<file path="src/rtl/cpu_pkg.sv">
// Shared definitions for the VeriRisc instruction sequencer: opcodes,
// sequencer state encoding, the control-bundle struct and the ALU-op decode.
package cpu_pkg;

    localparam logic [2:0] OP_HLT = 3'd0;
    localparam logic [2:0] OP_SKZ = 3'd1;
    localparam logic [2:0] OP_ADD = 3'd2;
    localparam logic [2:0] OP_AND = 3'd3;
    localparam logic [2:0] OP_XOR = 3'd4;
    localparam logic [2:0] OP_LDA = 3'd5;
    localparam logic [2:0] OP_STO = 3'd6;
    localparam logic [2:0] OP_JMP = 3'd7;

    // The low three bits of the eight working states equal the phase index.
    typedef enum logic [3:0] {
        ST_INST_ADDR  = 4'd0,
        ST_INST_FETCH = 4'd1,
        ST_INST_LOAD  = 4'd2,
        ST_IDLE       = 4'd3,
        ST_OP_ADDR    = 4'd4,
        ST_OP_FETCH   = 4'd5,
        ST_ALU_OP     = 4'd6,
        ST_STORE      = 4'd7,
        ST_HALTED     = 4'd8
    } cpu_state_t;

    typedef struct packed {
        logic sel;
        logic rd;
        logic ld_ir;
        logic inc_pc;
        logic ld_pc;
        logic ld_ac;
        logic wr;
        logic data_e;
        logic halt;
    } cpu_ctrl_t;

    // Opcodes that read an operand from memory and load the accumulator.
    function automatic logic is_aluop(input logic [2:0] op);
        return (op == OP_ADD) || (op == OP_AND) || (op == OP_XOR) || (op == OP_LDA);
    endfunction

endpackage

</file>
<file path="src/rtl/cpu_controller_if.sv">
// Signal bundle between the sequencer and the CPU datapath.
// There is no valid/ready handshake here: every control is a level that is
// valid for the whole cycle in which the sequencer asserts it, and opcode/zero/run
// are plain levels sampled by the sequencer every cycle.
interface cpu_controller_if #(
    parameter int CNT_WIDTH = 16
);
    import cpu_pkg::*;

    logic [2:0]           opcode;
    logic                 zero;
    logic                 run;
    logic                 sel;
    logic                 rd;
    logic                 ld_ir;
    logic                 inc_pc;
    logic                 ld_pc;
    logic                 ld_ac;
    logic                 wr;
    logic                 data_e;
    logic                 halt;
    logic [2:0]           phase;
    logic [CNT_WIDTH-1:0] instr_cnt;
    cpu_state_t           dbg_state;

    // Sequencer side.
    modport master (
        input  opcode, zero, run,
        output sel, rd, ld_ir, inc_pc, ld_pc, ld_ac, wr, data_e, halt,
        output phase, instr_cnt, dbg_state
    );

    // Datapath side.
    modport slave (
        output opcode, zero, run,
        input  sel, rd, ld_ir, inc_pc, ld_pc, ld_ac, wr, data_e, halt,
        input  phase, instr_cnt, dbg_state
    );

endinterface

</file>
<file path="src/rtl/cpu_controller_counter.sv">
// Generic loadable up-counter with synchronous active-high reset; load wins
// over enable, count wraps modulo 2^WIDTH.
module cpu_controller_counter #(
    parameter int WIDTH = 16
) (
    input  logic             clk,
    input  logic             rst,
    input  logic             i_load,
    input  logic [WIDTH-1:0] i_cnt_in,
    input  logic             i_enab,
    output logic [WIDTH-1:0] o_cnt
);

    logic [WIDTH-1:0] r_cnt;

    // Count register: reset, then load, then increment.
    always_ff @(posedge clk) begin
        if (rst) begin
            r_cnt <= '0;
        end else if (i_load) begin
            r_cnt <= i_cnt_in;
        end else if (i_enab) begin
            r_cnt <= r_cnt + 1'b1;
        end
    end

    assign o_cnt = r_cnt;

endmodule

</file>
<file path="src/rtl/cpu_controller.sv">
// VeriRisc instruction sequencer: eight phases per instruction plus HALTED.
// Controls are decoded combinationally from the registered state and the
// live opcode/zero inputs; a retire strobe advances the instruction counter.
module cpu_controller
    import cpu_pkg::*;
#(
    parameter int CNT_WIDTH = 16
) (
    input  logic             clk,
    input  logic             rst,
    cpu_controller_if.master bus
);

    cpu_state_t r_state;
    cpu_state_t w_next_state;
    cpu_ctrl_t  w_ctrl;
    logic       w_is_hlt;
    logic       w_aluop;
    logic       w_retire;

    assign w_is_hlt = (bus.opcode == OP_HLT);
    assign w_aluop  = is_aluop(bus.opcode);

    // State register; reset overrides everything, including HALTED.
    always_ff @(posedge clk) begin
        if (rst) begin
            r_state <= ST_INST_ADDR;
        end else begin
            r_state <= w_next_state;
        end
    end

    // Next-state: linear walk through the phases, HLT diverts to HALTED.
    always_comb begin
        w_next_state = r_state;
        case (r_state)
            ST_INST_ADDR:  w_next_state = ST_INST_FETCH;
            ST_INST_FETCH: w_next_state = ST_INST_LOAD;
            ST_INST_LOAD:  w_next_state = ST_IDLE;
            ST_IDLE:       w_next_state = ST_OP_ADDR;
            ST_OP_ADDR:    w_next_state = w_is_hlt ? ST_HALTED : ST_OP_FETCH;
            ST_OP_FETCH:   w_next_state = ST_ALU_OP;
            ST_ALU_OP:     w_next_state = ST_STORE;
            ST_STORE:      w_next_state = ST_INST_ADDR;
            ST_HALTED:     w_next_state = bus.run ? ST_INST_ADDR : ST_HALTED;
            default:       w_next_state = ST_INST_ADDR;
        endcase
    end

    // Output decode; every control not named in a state stays low.
    always_comb begin
        w_ctrl = '0;
        case (r_state)
            ST_INST_ADDR: begin
                w_ctrl.sel = 1'b1;
            end
            ST_INST_FETCH: begin
                w_ctrl.sel = 1'b1;
                w_ctrl.rd  = 1'b1;
            end
            ST_INST_LOAD, ST_IDLE: begin
                w_ctrl.sel   = 1'b1;
                w_ctrl.rd    = 1'b1;
                w_ctrl.ld_ir = 1'b1;
            end
            ST_OP_ADDR: begin
                w_ctrl.inc_pc = 1'b1;
                w_ctrl.halt   = w_is_hlt;
            end
            ST_OP_FETCH: begin
                w_ctrl.rd = w_aluop;
            end
            ST_ALU_OP: begin
                w_ctrl.rd     = w_aluop;
                w_ctrl.inc_pc = (bus.opcode == OP_SKZ) && bus.zero;
                w_ctrl.ld_pc  = (bus.opcode == OP_JMP);
                w_ctrl.data_e = (bus.opcode == OP_STO);
            end
            ST_STORE: begin
                // JMP raises both inc_pc and ld_pc; the PC resolves it as a load.
                w_ctrl.rd     = w_aluop;
                w_ctrl.ld_ac  = w_aluop;
                w_ctrl.inc_pc = (bus.opcode == OP_JMP);
                w_ctrl.ld_pc  = (bus.opcode == OP_JMP);
                w_ctrl.wr     = (bus.opcode == OP_STO);
                w_ctrl.data_e = (bus.opcode == OP_STO);
            end
            ST_HALTED: begin
                w_ctrl.halt = 1'b1;
            end
            default: begin
                w_ctrl = '0;
            end
        endcase
    end

    // An instruction retires on leaving STORE or on halting from OP_ADDR.
    assign w_retire = (r_state == ST_STORE) || ((r_state == ST_OP_ADDR) && w_is_hlt);

    cpu_controller_counter #(
        .WIDTH (CNT_WIDTH)
    ) u_instr_cnt (
        .clk      (clk),
        .rst      (rst),
        .i_load   (1'b0),
        .i_cnt_in ({CNT_WIDTH{1'b0}}),
        .i_enab   (w_retire),
        .o_cnt    (bus.instr_cnt)
    );

    assign bus.sel       = w_ctrl.sel;
    assign bus.rd        = w_ctrl.rd;
    assign bus.ld_ir     = w_ctrl.ld_ir;
    assign bus.inc_pc    = w_ctrl.inc_pc;
    assign bus.ld_pc     = w_ctrl.ld_pc;
    assign bus.ld_ac     = w_ctrl.ld_ac;
    assign bus.wr        = w_ctrl.wr;
    assign bus.data_e    = w_ctrl.data_e;
    assign bus.halt      = w_ctrl.halt;
    assign bus.phase     = (r_state == ST_HALTED) ? 3'd7 : r_state[2:0];
    assign bus.dbg_state = r_state;

endmodule

</file>
<file path="src/flat_wrapper.sv">
// flat-port wrapper written by rule: the top's interface ports become plain ports
module cpu_controller_flat import cpu_pkg::*;
#(
    parameter int CNT_WIDTH = 16
)
  (clk, rst, bus_opcode, bus_zero, bus_run, bus_sel, bus_rd, bus_ld_ir, bus_inc_pc, bus_ld_pc, bus_ld_ac, bus_wr, bus_data_e, bus_halt, bus_phase, bus_instr_cnt, bus_dbg_state);
  cpu_controller_if #(.CNT_WIDTH(CNT_WIDTH)) bus_i ();
  input  logic clk;
  input  logic rst;
  input wire logic [$bits(bus_i.opcode)-1:0] bus_opcode;
  input wire logic [$bits(bus_i.zero)-1:0] bus_zero;
  input wire logic [$bits(bus_i.run)-1:0] bus_run;
  output wire logic [$bits(bus_i.sel)-1:0] bus_sel;
  output wire logic [$bits(bus_i.rd)-1:0] bus_rd;
  output wire logic [$bits(bus_i.ld_ir)-1:0] bus_ld_ir;
  output wire logic [$bits(bus_i.inc_pc)-1:0] bus_inc_pc;
  output wire logic [$bits(bus_i.ld_pc)-1:0] bus_ld_pc;
  output wire logic [$bits(bus_i.ld_ac)-1:0] bus_ld_ac;
  output wire logic [$bits(bus_i.wr)-1:0] bus_wr;
  output wire logic [$bits(bus_i.data_e)-1:0] bus_data_e;
  output wire logic [$bits(bus_i.halt)-1:0] bus_halt;
  output wire logic [$bits(bus_i.phase)-1:0] bus_phase;
  output wire logic [$bits(bus_i.instr_cnt)-1:0] bus_instr_cnt;
  output wire logic [$bits(bus_i.dbg_state)-1:0] bus_dbg_state;
  assign bus_i.opcode = bus_opcode;
  assign bus_i.zero = bus_zero;
  assign bus_i.run = bus_run;
  assign bus_sel = bus_i.sel;
  assign bus_rd = bus_i.rd;
  assign bus_ld_ir = bus_i.ld_ir;
  assign bus_inc_pc = bus_i.inc_pc;
  assign bus_ld_pc = bus_i.ld_pc;
  assign bus_ld_ac = bus_i.ld_ac;
  assign bus_wr = bus_i.wr;
  assign bus_data_e = bus_i.data_e;
  assign bus_halt = bus_i.halt;
  assign bus_phase = bus_i.phase;
  assign bus_instr_cnt = bus_i.instr_cnt;
  assign bus_dbg_state = bus_i.dbg_state;
  cpu_controller #(.CNT_WIDTH(CNT_WIDTH)) u_core (.clk(clk), .rst(rst), .bus(bus_i));
endmodule
</file>
<file path="config.mk">
export PLATFORM = sky130hd
export DESIGN_NAME = cpu_controller_flat
export DESIGN_NICKNAME = d
export VERILOG_FILES = /design/src/rtl/cpu_pkg.sv /design/src/rtl/cpu_controller_if.sv /design/src/rtl/cpu_controller_counter.sv /design/src/rtl/cpu_controller.sv /design/src/flat_wrapper.sv
export SDC_FILE = /design/constraint.sdc
export NUM_CORES = 1
export LEC_CHECK = 0
export CAP_MARGIN = 20
export CORE_MARGIN = 1.5
export CORE_UTILIZATION = 42
export DETAILED_ROUTE_END_ITERATION = 16
export PLACE_DENSITY = 0.77
export SYNTH_ARGS = -nofsm -noshare
export SYNTH_HDL_FRONTEND = slang
export SYNTH_HIERARCHICAL = 1
export SYNTH_SLANG_ARGS = --single-unit
export TNS_END_PERCENT = 10
</file>
<file path="constraint.sdc">
create_clock -name clk -period 1.8 [get_ports clk]
set_input_delay 0.18 -clock clk [delete_from_list [all_inputs] [get_ports clk]]
set_output_delay 0.18 -clock clk [all_outputs]
set_load 0.01 [all_outputs]
</file>
==> flow_summary_export.csv <==
group,metric,value,unit
status,status,"complete, but fails checks",
status,failed_checks,"negative setup slack",
drt,drt-initial-drc-count,33,
die,die_y,59.4,um
cells_and_area,areaGrowthSynthToFinish,46.3,%
die,die-area,0.00353,mm^2
die,dieWidth,59.4,um
clocking,clkTransAtPathRegs,0.12,ns
die,core_area,0.00303,mm^2
pwr,p_sw,0.319,mW
timing,tns,-0.127,ns
clocking,clk_root_buffer_cell,"clkbuf_4",
clocking,clockBufferDepth,2,
cells_and_area,drive_gt1_share,18.5,%
cells_and_area,fill_cells,266,
timing,hold_violations,0,
pwr,intPower,0.750,mW
yosys,synth.distinct_cells,37,
pwr,p_sw_share,29.9,%
yosys,ys.warnings.count,6,
timing,fin_crit,1.85,ns
pwr,power,1.07,mW
timing,drv_slew,0,
drt,wirelength,3.37,mm
global_route,grt_max_degree,20,
timing,grt_setup_unrepaired,"true",
placement,dp_hpwl,2.45,mm
setup_path,worstSetupPathType,"in -> reg",
timing,finClkSkew,0.00416,ns
hold_path,hp-class,"in -> reg",
global_route,grt_pass1_wl,5.38,mm
pwr,vdd_drop_max,0.253,mV
timing,fin_crit_sh,103,%
yosys,syn_inst,158,
yosys,yosys_register_bits,20,
yosys,async_flop_share,0,%
drt,firstDrtPassIters,5,
global_route,gr-total-overflow,0,
yosys,synth_top_flop_cell,"dfxtp_1",
pwr,clockPowerShare,24.9,%
placement,numPortBuffers,38,
die,io_pins,39,
pwr,seqPwrFrac,48.3,%
setup_path,path_max_fanout,12,
drt,ant_nets,0,
timing,setup_slack,-0.0546,ns
setup_path,cp.required,2.04,ns
setup_path,cp-end-kind,"register",
drt,vias,1297,
cells_and_area,final_cell_mix,"27 x clkdlybuf4s50_1, 18 x dfxtp_1, 18 x conb_1",
drt,wl_per_cell,12.7,um
die,rows,20,
clocking,cts_tree,"yes",
timing,setup_violations,3,
yosys,synth_edf_count,0,
clocking,cts_buffers,3,
yosys,syn-cell-area,0.00134,mm^2
pwr,power.leakage,0.866,nW
placement,placed_cells,262,
clocking,h-tree-depth,1,
die,initial_core_util,44.2,%
clocking,cts_sinks,20,
setup_path,worstSetupStartpointType,"input port",
yosys,ys_seq_area_share,29.9,%
flow_run,maxCapViolations,0,
drt,drc_errors,0,
clocking,post-cts-setup-buffers,0,
drt,avgViaCountPerCell,4.88,
placement,dp_slack,-0.430,ns
cells_and_area,final_nets,231,
timing,fmax,539,MHz
cells_and_area,instances_no_fill,266,
cells_and_area,antenna_cells,0,
setup_path,arrival,2.10,ns
pwr,combPwrFrac,26.9,%
global_route,antenna_found_initial,0,
setup_path,r2r_slack,0.01,ns
clocking,clkLatencyLatePin,0.30,ns
placement,place_congestion,0.803,
global_route,grt_pass1_vias,1245,
cells_and_area,layout_commonest_cell,"clkdlybuf4s50_1",
yosys,avgSynthCellArea,8.47,um^2
global_route,grt_usage,19.7,%
pwr,power_density,546,mW/mm^2
worst paths after layout:
| path | start | endpoint | cells after the start |
|---|---|---|---|
| setup / recovery | bus_opcode[1] | u_core/u_instr_cnt/o_cnt[5]$_SDFFE_PP0P_ | 8 |
| hold / removal | rst | u_core/bus.dbg_state[3]$_SDFF_PP0_ | 2 |
| setup reg to reg | u_core/bus.dbg_state[0]$_SDFF_PP0_ | u_core/u_instr_cnt/o_cnt[5]$_SDFFE_PP0P_ | 7 |
| hold reg to reg | u_core/bus.dbg_state[3]$_SDFF_PP0_ | u_core/bus.dbg_state[1]$_SDFF_PP0_ | 2 |
worst max-delay path, stage by stage:
cell and delay [ns]:
clkdlybuf4s50_1 0.43, nor3_2 0.21, nand2_1 0.12, a21oi_4 0.18, nand4_4 0.26, or3_1 0.40
a21o_1 0.18, a21oi_1 0.12
power groups by stage:
| stage | clock network (mW) | registers, mW | logic [mW] |
|---|---|---|---|
| floorplan | 0 | 0.528 | 0.146 |
| global placement | 0 | 0.524 | 0.280 |
| detailed placement | 0 | 0.526 | 0.286 |
| CTS | 0.278 | 0.517 | 0.281 |
| global route | 0.298 | 0.521 | 0.313 |
| finish | 0.266 | 0.516 | 0.287 |
cell usage after synthesis, types with 2 or more instances:
master     n  area share (%)
nor3_1     9             3.4
nor2_1    11             3.1
buf_6      3             2.5
a31oi_1    2            0.94
o21ai_0    2            0.75
mux2i_1    4             3.0
nand2b_4   2             2.1
o21a_1    10             5.6
xor2_1     9             5.9
nor4_4     2             3.2
xnor2_1    7             4.6
or3_1      3             1.4
nor4_1     2            0.94
clkbuf_1   5             1.4
nor4_2     4             3.7
nand3_1    3             1.1
nand2_1    8             2.2
nand4_4    2             3.2
a21oi_1   15             5.6
nand4_1    4             1.9
inv_1     15             4.2
buf_2      2            0.75
dfxtp_1   20              30
kinds of logic after synthesis:
logic type               Yosys count  synth area share, %
flip-flops                        20                 29.9
XOR/XNOR                          16                 10.5
other                              1                0.280
AO/OA/AOI/OAI                     37                 18.2
AND/OR/NAND/NOR                   53                 27.7
buffers and inverters             26                 9.45
adder cells (fa/ha/maj)            1                0.935
multiplexers                       4                 2.99
cell type report:
class | count | area, um^2 | area share [%]
Tap cell | 44 | 55.1 | 2.81
Sequential cell | 20 | 405 | 20.7
Multi-Input combinational cell | 129 | 916 | 46.8
Clock buffer | 4 | 36.3 | 1.85
Inverter | 15 | 56.3 | 2.88
Timing Repair Buffer | 54 | 488 | 24.9
metal layers:
| layer | track usage [%] | wire, um |
|---|---|---|
| met1 | 22.8 | 1420 |
| met5 | 0 | 0 |
| met2 | 36.9 | 1810 |
| met3 | 1.31 | 113 |
| met4 | 7.79 | 27 |
through the flow:
step	util, %	cell area, um^2	hold slack (ns)
after floorplan	-	1450	0.249
after global placement	63.3	1920	0.582
after detailed placement	63.3	1920	0.597
after CTS	64.3	1950	0.474
after global routing	64.6	1960	0.468
final	64.6	1960	0.481
flip-flops by register name, summed over array words and instances, names as in the netlist:
name,flops
u_core/bus.dbg_state,4
u_core/u_instr_cnt/o_cnt,16
repair_timing:
item,4_1_cts,5_1_grt
hold buffers,0,0
resized for setup,13,11
setup endpoints to repair,22,18
pin swaps,1,1
No activity file was read; power rests on OpenSTA's default activity.
